<file path="config.mk">
export PLATFORM = sky130hd
export DESIGN_NAME = gpio_cfg_ctrl
export DESIGN_NICKNAME = d
export VERILOG_FILES = /design/src/rtl/gpio_ctrl_pkg.sv /design/src/rtl/gpio_irq_latch.sv /design/src/rtl/gpio_cfg_ctrl.sv
export SDC_FILE = /design/constraint.sdc
export NUM_CORES = 1
export LEC_CHECK = 0
export ABC_AREA = 1
export CORE_UTILIZATION = 54
export DETAILED_ROUTE_END_ITERATION = 10
export GPL_TIMING_DRIVEN = 1
export PLACE_DENSITY = 0.95
export SYNTH_ARGS = -nofsm -noshare
export SYNTH_HDL_FRONTEND = slang
export SYNTH_SLANG_ARGS = --single-unit
</file>
<file path="constraint.sdc">
create_clock -name clk -period 5.9 [get_ports clk]
set_input_delay 1.18 -clock clk [delete_from_list [all_inputs] [get_ports clk]]
set_output_delay 1.18 -clock clk [all_outputs]
set_load 0.01 [all_outputs]
</file>
<file path="src/rtl/gpio_ctrl_pkg.sv">
// Shared constants and types for the GPIO mux-bank configuration controller.
package gpio_ctrl_pkg;

  localparam int unsigned PINCFG_BASE = 32'h00;
  localparam int unsigned IRQEN_A     = 32'h18;
  localparam int unsigned IRQPOL_A    = 32'h19;
  localparam int unsigned IRQPEND_A   = 32'h1A;
  localparam int unsigned CTRL_A      = 32'h1B;

  localparam int unsigned FIELD_W     = 2;
  localparam int unsigned MOD_LSB     = 0;
  localparam int unsigned SEL_LSB     = 2;
  localparam int unsigned PINCFG_W    = 4;

  typedef enum logic [1:0] {
    ST_IDLE   = 2'd0,
    ST_ACCESS = 2'd1,
    ST_RESP   = 2'd2
  } state_e;

endpackage

</file>
<file path="src/rtl/gpio_irq_latch.sv">
// One-bit interrupt pending latch: rising-edge detect on intr, clear pulse loses to a new edge.
module gpio_irq_latch (
  input  logic clk,
  input  logic rst_n,
  input  logic intr,
  input  logic clr,
  output logic pend
);

  logic intr_prev;

  always_ff @(posedge clk or negedge rst_n) begin
    if (!rst_n) begin
      intr_prev <= 1'b0;
      pend      <= 1'b0;
    end else begin
      intr_prev <= intr;
      if (intr && !intr_prev) begin
        pend <= 1'b1;
      end else if (clr) begin
        pend <= 1'b0;
      end
    end
  end

endmodule

</file>
<file path="src/rtl/gpio_cfg_ctrl.sv">
// Register-mapped pin mux configuration and interrupt controller for the GPIO bank.
module gpio_cfg_ctrl
  import gpio_ctrl_pkg::*;
#(
  parameter int unsigned NPINS = 24,
  parameter int unsigned AW    = 6,
  parameter int unsigned DW    = 32
) (
  input  logic               clk,
  input  logic               rst_n,
  input  logic               req_valid,
  output logic               req_ready,
  input  logic               req_we,
  input  logic [AW-1:0]      req_addr,
  input  logic [DW-1:0]      req_wdata,
  output logic               rsp_valid,
  input  logic               rsp_ready,
  output logic [DW-1:0]      rsp_rdata,
  output logic               rsp_err,
  output logic [2*NPINS-1:0] mod_all,
  output logic [2*NPINS-1:0] sel_all,
  output logic [NPINS-1:0]   irqen,
  output logic [NPINS-1:0]   irqpol,
  output logic [NPINS-1:0]   irqres,
  input  logic [NPINS-1:0]   intr,
  output logic               irq
);

  state_e                state_q, state_d;
  logic                  accept_c;
  logic                  we_q;
  logic [AW-1:0]         addr_q;
  logic [DW-1:0]         wdata_q;
  logic                  en_q;
  logic [NPINS-1:0]      pend;
  logic [31:0]           addr_c, pin_c;
  logic                  is_pin_c, err_c, write_c;
  logic [PINCFG_W-1:0]   pincfg_c;
  logic [DW-1:0]         rdata_c;
  logic                  unused_c;

  assign unused_c = ^wdata_q;

  // Next-state logic
  always_comb begin
    state_d  = state_q;
    accept_c = 1'b0;
    case (state_q)
      ST_IDLE: begin
        if (req_valid && req_ready) begin
          accept_c = 1'b1;
          state_d  = ST_ACCESS;
        end
      end
      ST_ACCESS: state_d = ST_RESP;
      ST_RESP:   if (rsp_ready) state_d = ST_IDLE;
      default:   state_d = ST_IDLE;
    endcase
  end

  // Address decode and read mux for the captured request
  always_comb begin
    addr_c   = 32'(addr_q);
    pin_c    = addr_c - PINCFG_BASE;
    is_pin_c = (pin_c < NPINS) && (addr_c < IRQEN_A);
    err_c    = !is_pin_c && ((addr_c < IRQEN_A) || (addr_c > CTRL_A));
    write_c  = (state_q == ST_ACCESS) && we_q && !err_c;
    pincfg_c = '0;
    for (int unsigned i = 0; i < NPINS; i++) begin
      if (is_pin_c && (pin_c == i)) begin
        pincfg_c[SEL_LSB +: FIELD_W] = sel_all[2*i +: FIELD_W];
        pincfg_c[MOD_LSB +: FIELD_W] = mod_all[2*i +: FIELD_W];
      end
    end
    case (addr_c)
      IRQEN_A:   rdata_c = DW'(irqen);
      IRQPOL_A:  rdata_c = DW'(irqpol);
      IRQPEND_A: rdata_c = DW'(pend);
      CTRL_A:    rdata_c = DW'(en_q);
      default:   rdata_c = is_pin_c ? DW'(pincfg_c) : '0;
    endcase
  end

  // FSM state, request capture and response registers
  always_ff @(posedge clk or negedge rst_n) begin
    if (!rst_n) begin
      state_q   <= ST_IDLE;
      req_ready <= 1'b0;
      we_q      <= 1'b0;
      addr_q    <= '0;
      wdata_q   <= '0;
      rsp_valid <= 1'b0;
      rsp_rdata <= '0;
      rsp_err   <= 1'b0;
      irqres    <= '0;
      irq       <= 1'b0;
    end else begin
      state_q   <= state_d;
      req_ready <= (state_d == ST_IDLE);
      irqres    <= '0;
      if (accept_c) begin
        we_q    <= req_we;
        addr_q  <= req_addr;
        wdata_q <= req_wdata;
        // Clear pulse lines up with the ACCESS cycle that applies the W1C
        if (req_we && (32'(req_addr) == IRQPEND_A)) begin
          irqres <= req_wdata[NPINS-1:0];
        end
      end
      if (state_q == ST_ACCESS) begin
        rsp_valid <= 1'b1;
        rsp_err   <= err_c;
        rsp_rdata <= we_q ? '0 : rdata_c;
      end else if ((state_q == ST_RESP) && rsp_ready) begin
        rsp_valid <= 1'b0;
        rsp_err   <= 1'b0;
        rsp_rdata <= '0;
      end
      irq <= en_q & (|(pend & irqen));
    end
  end

  // Configuration registers
  always_ff @(posedge clk or negedge rst_n) begin
    if (!rst_n) begin
      mod_all <= '0;
      sel_all <= '0;
      irqen   <= '0;
      irqpol  <= '0;
      en_q    <= 1'b0;
    end else if (write_c) begin
      for (int unsigned i = 0; i < NPINS; i++) begin
        if (is_pin_c && (pin_c == i)) begin
          mod_all[2*i +: FIELD_W] <= wdata_q[MOD_LSB +: FIELD_W];
          sel_all[2*i +: FIELD_W] <= wdata_q[SEL_LSB +: FIELD_W];
        end
      end
      case (addr_c)
        IRQEN_A:  irqen  <= wdata_q[NPINS-1:0];
        IRQPOL_A: irqpol <= wdata_q[NPINS-1:0];
        CTRL_A:   en_q   <= wdata_q[0];
        default:  ;
      endcase
    end
  end

  for (genvar g = 0; g < NPINS; g++) begin : g_irq
    gpio_irq_latch u_latch (
      .clk   (clk),
      .rst_n (rst_n),
      .intr  (intr[g]),
      .clr   (irqres[g]),
      .pend  (pend[g])
    );
  end

endmodule

</file>
* Yosys cells after proc, flatten, opt, wreduce, memory -nomap -nowiden
Cells that the tools add are included.
Word-level totals: latch bits 0, ROM bits 0, logic and storage cells 367, flip-flop bits (word level) 286, RAM bits 0, bits of input ports 67, memories 0, output and inout port bits 204
Operators by class: eq/ne operators 30, magnitude comparators 2, shift-type cells 0, multipliers 0, add/sub/neg operators 0, div/mod/pow operators 0, bitwise logic cells 2, reduce and logical (&&, ||, !) cells 137, muxes and demuxes 87
Operator list (number):
- two-way mux 4 bit | 25
- two-way mux 32 bit | 3
- one-hot mux 24 bit (4 select lines) | 1
- == test 6 x 5 -> 1 bit, second input constant | 13
- logical AND 1 bit | 54
- AND reduction 2 bit | 27
- two-way mux 1 bit | 53
- nonzero test 2 bit | 25
- == test 6 x 4 -> 1 bit, second input constant | 8
- two-way mux 24 bit | 2
- logical NOT 32 bit | 1
- logical NOT 1 bit | 26
- bitwise AND 24 bit | 1
- == test 6 x 3 -> 1 bit, second input constant | 4
- OR reduction 24 bit | 1
- == test 6 x 2 -> 1 bit, second input constant | 2
- == test 6 x 1 -> 1 bit, second input constant | 1
- greater-than comparator 6 x 5 -> 1 bit, second input constant | 1
- less-than comparator 6 x 5 -> 1 bit, second input constant | 1
- one-hot mux 2 bit (3 select lines) | 1
- logical NOT 2 bit | 2
- two-way mux 2 bit | 2
- == test 2 x 1 -> 1 bit, second input constant | 1
- == test 2 bit, second input constant | 1
- 2 further kinds | 2

* Longest topological paths before layout
depth after elaboration 30, gate-level depth with buffers 23, gate-level depth less buffers 22

* By module
A second synthesis with hierarchy kept.
Unflattened totals: cells, all modules 1279, area, all modules 11363.4 µm²
Modules (own cells, without submodules):
- gpio_cfg_ctrl | cells each 1111, seq. area each 5755.5 µm², area each 9711.8 µm², times used 1
- gpio_irq_latch | cells each 7, seq. area each 50.0 µm², area each 68.8 µm², times used 24

* Worst setup path before layout
No wires, ideal clock.
path type input port to flip-flop, from input req_addr[2], to register irqres[18], stages on the path 4, setup time 0.086 ns, arrival time 1.982 ns, slack 3.832 ns, path buffers 1, required time 5.814 ns, cells stage by stage nor4_1 -> nand4_1 -> clkbuf_1 -> nor3_1
On the way: longest elaborated chain between the ends 4
RTL lines:
- from (decl) | line gpio_cfg_ctrl.sv:14 | input logic [AW-1:0] req_addr,
- == test 6 x 5 -> 1 bit | line gpio_cfg_ctrl.sv:106 | if (req_we && (32'(req_addr) == IRQPEND_A)) begin
- logical AND 1 bit | line gpio_cfg_ctrl.sv:106
- two-way mux 24 bit | line gpio_cfg_ctrl.sv:106
- two-way mux 24 bit | line gpio_cfg_ctrl.sv:101 | if (accept_c) begin
- to (signal assigned) | line gpio_cfg_ctrl.sv:107 | irqres <= req_wdata[NPINS-1:0];
- to (decl) | line gpio_cfg_ctrl.sv:24 | output logic [NPINS-1:0] irqres,
No other way between the ends. A chain may end at the register's enable or synchronous reset.

* Worst setup path in the final report
from register addr_q[0], to register irqen[3]
On the way: longest elaborated chain between the ends 6, elaborated cells between the ends (all ways) 9, those cells by class order compare: 2; eq/ne: 1; reduce/logical: 6
RTL lines:
- from (decl) | line gpio_cfg_ctrl.sv:32 | logic [AW-1:0] addr_q;
- from (signal assigned) | line gpio_cfg_ctrl.sv:103 | addr_q <= req_addr;
- less-than comparator 6 x 5 -> 1 bit / greater-than comparator 6 x 5 -> 1 bit (equally long branches) | line gpio_cfg_ctrl.sv:65, gpio_cfg_ctrl.sv:66
- logical NOT 1 bit / logical OR 1 bit (equally long branches) | line gpio_cfg_ctrl.sv:66 | err_c = !is_pin_c && ((addr_c < IRQEN_A) || (addr_c > CTRL_A));
- logical AND 1 bit | line gpio_cfg_ctrl.sv:66
- logical NOT 1 bit | line gpio_cfg_ctrl.sv:67 | write_c = (state_q == ST_ACCESS) && we_q && !err_c;
- logical AND 1 bit | line gpio_cfg_ctrl.sv:67
- AND reduction 2 bit (no line) (*)
- to (signal assigned) | line gpio_cfg_ctrl.sv:139 | IRQEN_A: irqen <= wdata_q[NPINS-1:0];
- to (decl) | line gpio_cfg_ctrl.sv:22 | output logic [NPINS-1:0] irqen,
Every way passes the cells marked *; elsewhere a longest branch is shown, timed or not.

==> results_dict.tcl <==
set metrics [dict create \
    status "finished, final reports clean" \
    ys_seq_elements 278 \
    grt_pass1_vias 10500 \
    drt_first_pass_iters 6 \
    dp_slack_ns 2.03 \
    synthToLayoutAreaGrowth_pct 31.5 \
    synth.area.top_cells "dfrtp_1 (61%), nand2_1 (11%), o21ai_0 (9.0%)" \
    cts_max_level 1 \
    slew_headroom 0.210 \
    clkLatencyLatePin_ns 0.56 \
    cts_resized 0 \
    globalRoute.totalOverflow 0 \
    critPathLaunchType "flop" \
    crit_fanout 32 \
    grt_pass1_wl_mm 55.6 \
    synth_commonest_cells "nand2_1 (323), dfrtp_1 (278), o21ai_0 (206)" \
    p_per_area_nw_per_um2 372 \
    drt-wirelength-per-cell_um 20.1 \
    worst_pin_slew_ns 1.15 \
    num_rows 52 \
    power_mw 5.62 \
    cts.sinks 278 \
    die_h_um 148 \
    critical_path_required_ns 6.27 \
    io_buffers 254 \
    clockBufferDepth 3 \
    holdWs_ns 0.439 \
    p_leak_nw 6.81 \
    io_pins 271 \
    grt_max_degree 140 \
    synth_top_cell_area_share 0.606 \
    yosysWarningCount 0 \
    reg2reg_setup_slack_ns 2.37 \
    fin_crit_sh 0.598 \
    syn_area_um2 11500 \
    gp_congestion 0.925 \
    synthMostInstantiatedCell "nand2_1" \
    grt_usage 0.330 \
    synth_top_area_cell "dfrtp_1" \
    synth-edff-count 0 \
    routed_wl_mm 35.8 \
    drt_iter0_markers 904 \
    max_freq_mhz 283 \
    critPathArrivalTime_ns 3.90 \
    synthCells 1264 \
    clock_skew_ns 0.0136 \
    die_x_um 148 \
    reg2reg_from "addr_q[0]" \
    core_um2 20600 \
    ys_types 38 \
    start_util 0.558 \
    min_from "g_irq[22].u_latch.intr_prev" \
    die_area_um2 21800 \
    nNetsFinal 1560 \
    tns_ns 0 \
    root_buffer "clkbuf_16" \
    hp-class "flop to flop" \
    r2r-end "irqen[3]" \
    cts-hold-fix-buffers 0 \
    cp-end-kind "flop" \
    drc 0 \
    antenna_cells 0 \
    setup_viol 0 \
    period_needed_ns 3.53 \
    tritoncts "done" \
    ir_worst_vdd_uv 251 \
    routed-via-count 10300 \
    crit_start "addr_q[0]" \
    post_cts_buffers 0 \
    rsz0062_at_grt "false" \
    fin_util 0.734 \
    ant_nets 0 \
    setup_slack_ns 2.37 \
    ys_seq_area_frac 0.606 \
    async_flop_share 1.00 \
    synthFlopType "dfrtp_1" \
    max_cap_viol_count 0 \
    hpwl_mm 23.6 \
    antenna_found_initial 2 \
    routed_via_density 5.77 \
    slew_viol_final 0 \
    critical_path.endpoint "irqen[3]" \
    postSynthAreaPerCell_um2 9.08 \
    r2r_cells 9 \
    clkTransAtPathRegs_ns 0.07 \
    cts_buffers 29 \
    finalHoldViolCount 0 \
    drive_gt1_frac 0.0501 \
    crit_type "flop to flop" \
]
## layout by cell type, fill, tap and decap left out, types with 21 or more instances in the layout
master,count
nand2_1,323
o22ai_1,26
a21oi_1,28
a221oi_1,21
dfrtp_1,278
clkdlybuf4s50_1,253
inv_1,140
nor2_1,74
o21ai_0,206
nand3_1,25
clkbuf_16,29
## area by class of cell
cell class / instances / area (um2)
fillers: 1321 / 5470
flip-flops and latches: 278 / 6960
multi-input cells: 777 / 3620
well taps: 270 / 338
repair buffers: 264 / 2640
clock inverters: 15 / 166
inverters: 143 / 538
clock buffers: 39 / 833
## worst min path at each step
| stage | endpoint | slack [ns] | cells past startpoint |
|---|---|---|---|
| floorplan | g_irq[23].u_latch.pend | 0.42 | 1 |
| global placement | g_irq[7].u_latch.pend | 0.42 | 1 |
| finish | g_irq[22].u_latch.pend | 0.44 | 1 |
| detailed placement | g_irq[19].u_latch.pend | 0.43 | 1 |
| global route | g_irq[0].u_latch.pend | 0.45 | 1 |
| CTS | g_irq[6].u_latch.pend | 0.44 | 1 |
## sequential cells by signal, summed over array words and instances, names as in the netlist
signal                   cells
req_ready                    1
irq                          1
g_irq.u_latch.intr_prev     24
wdata_q                     24
en_q                         1
rsp_valid                    1
sel_all                     48
addr_q                       6
rsp_err                      1
mod_all                     48
state_q                      2
irqpol                      24
irqres                      24
irqen                       24
we_q                         1
g_irq.u_latch.pend          24
rsp_rdata                   24
## power breakdown
| group | leakage (nW) | total [mW] | internal (mW) | switching (mW) |
|---|---|---|---|---|
| combinational | 2.67 | 1.38 | 0.473 | 0.905 |
| clock | 0.494 | 1.89 | 1.12 | 0.768 |
| sequential | 3.64 | 2.35 | 2.15 | 0.198 |
## critical path, stage by stage (launching register included)
cell and delay (ns):
dfrtp_1 0.49, nor2_2 0.29, inv_1 0.12, nor2_1 0.20
nand2_1 0.24, inv_1 0.78, nand2_1 0.57, buf_4 0.42
nand2_1 0.09, o21ai_0 0.13
## cells by family (layout without fill, tap and decap cells)
family | after synthesis | in the layout | share of synthesized area
simple gates | 469 | 469 | 0.166
compound gates | 300 | 300 | 0.146
flops | 278 | 278 | 0.606
buf+inv | 216 | 461 | 0.0813
other cells | 1 | 8 | 0.000327
## layer usage
metal,vias up,global-route usage,wire (um)
met2,660,0.560,17300
met4,2,0.137,1420
met5,-,0,12
met1,4958,0.401,13000
li1,4567,-,-
met3,119,0.0873,4120
## per-stage QoR
| stage | area [um2] | cells |
|---|---|---|
| 6_report | 15100 | 1786 |
| 5_1_grt | 15100 | 1786 |
| 4_1_cts | 15100 | 1786 |
| 3_5_place_dp | 14100 | 1732 |
| 3_3_place_gp | 14100 | 1732 |
| 2_1_floorplan | 11500 | 1271 |
Power figures use the tool's default switching activity.
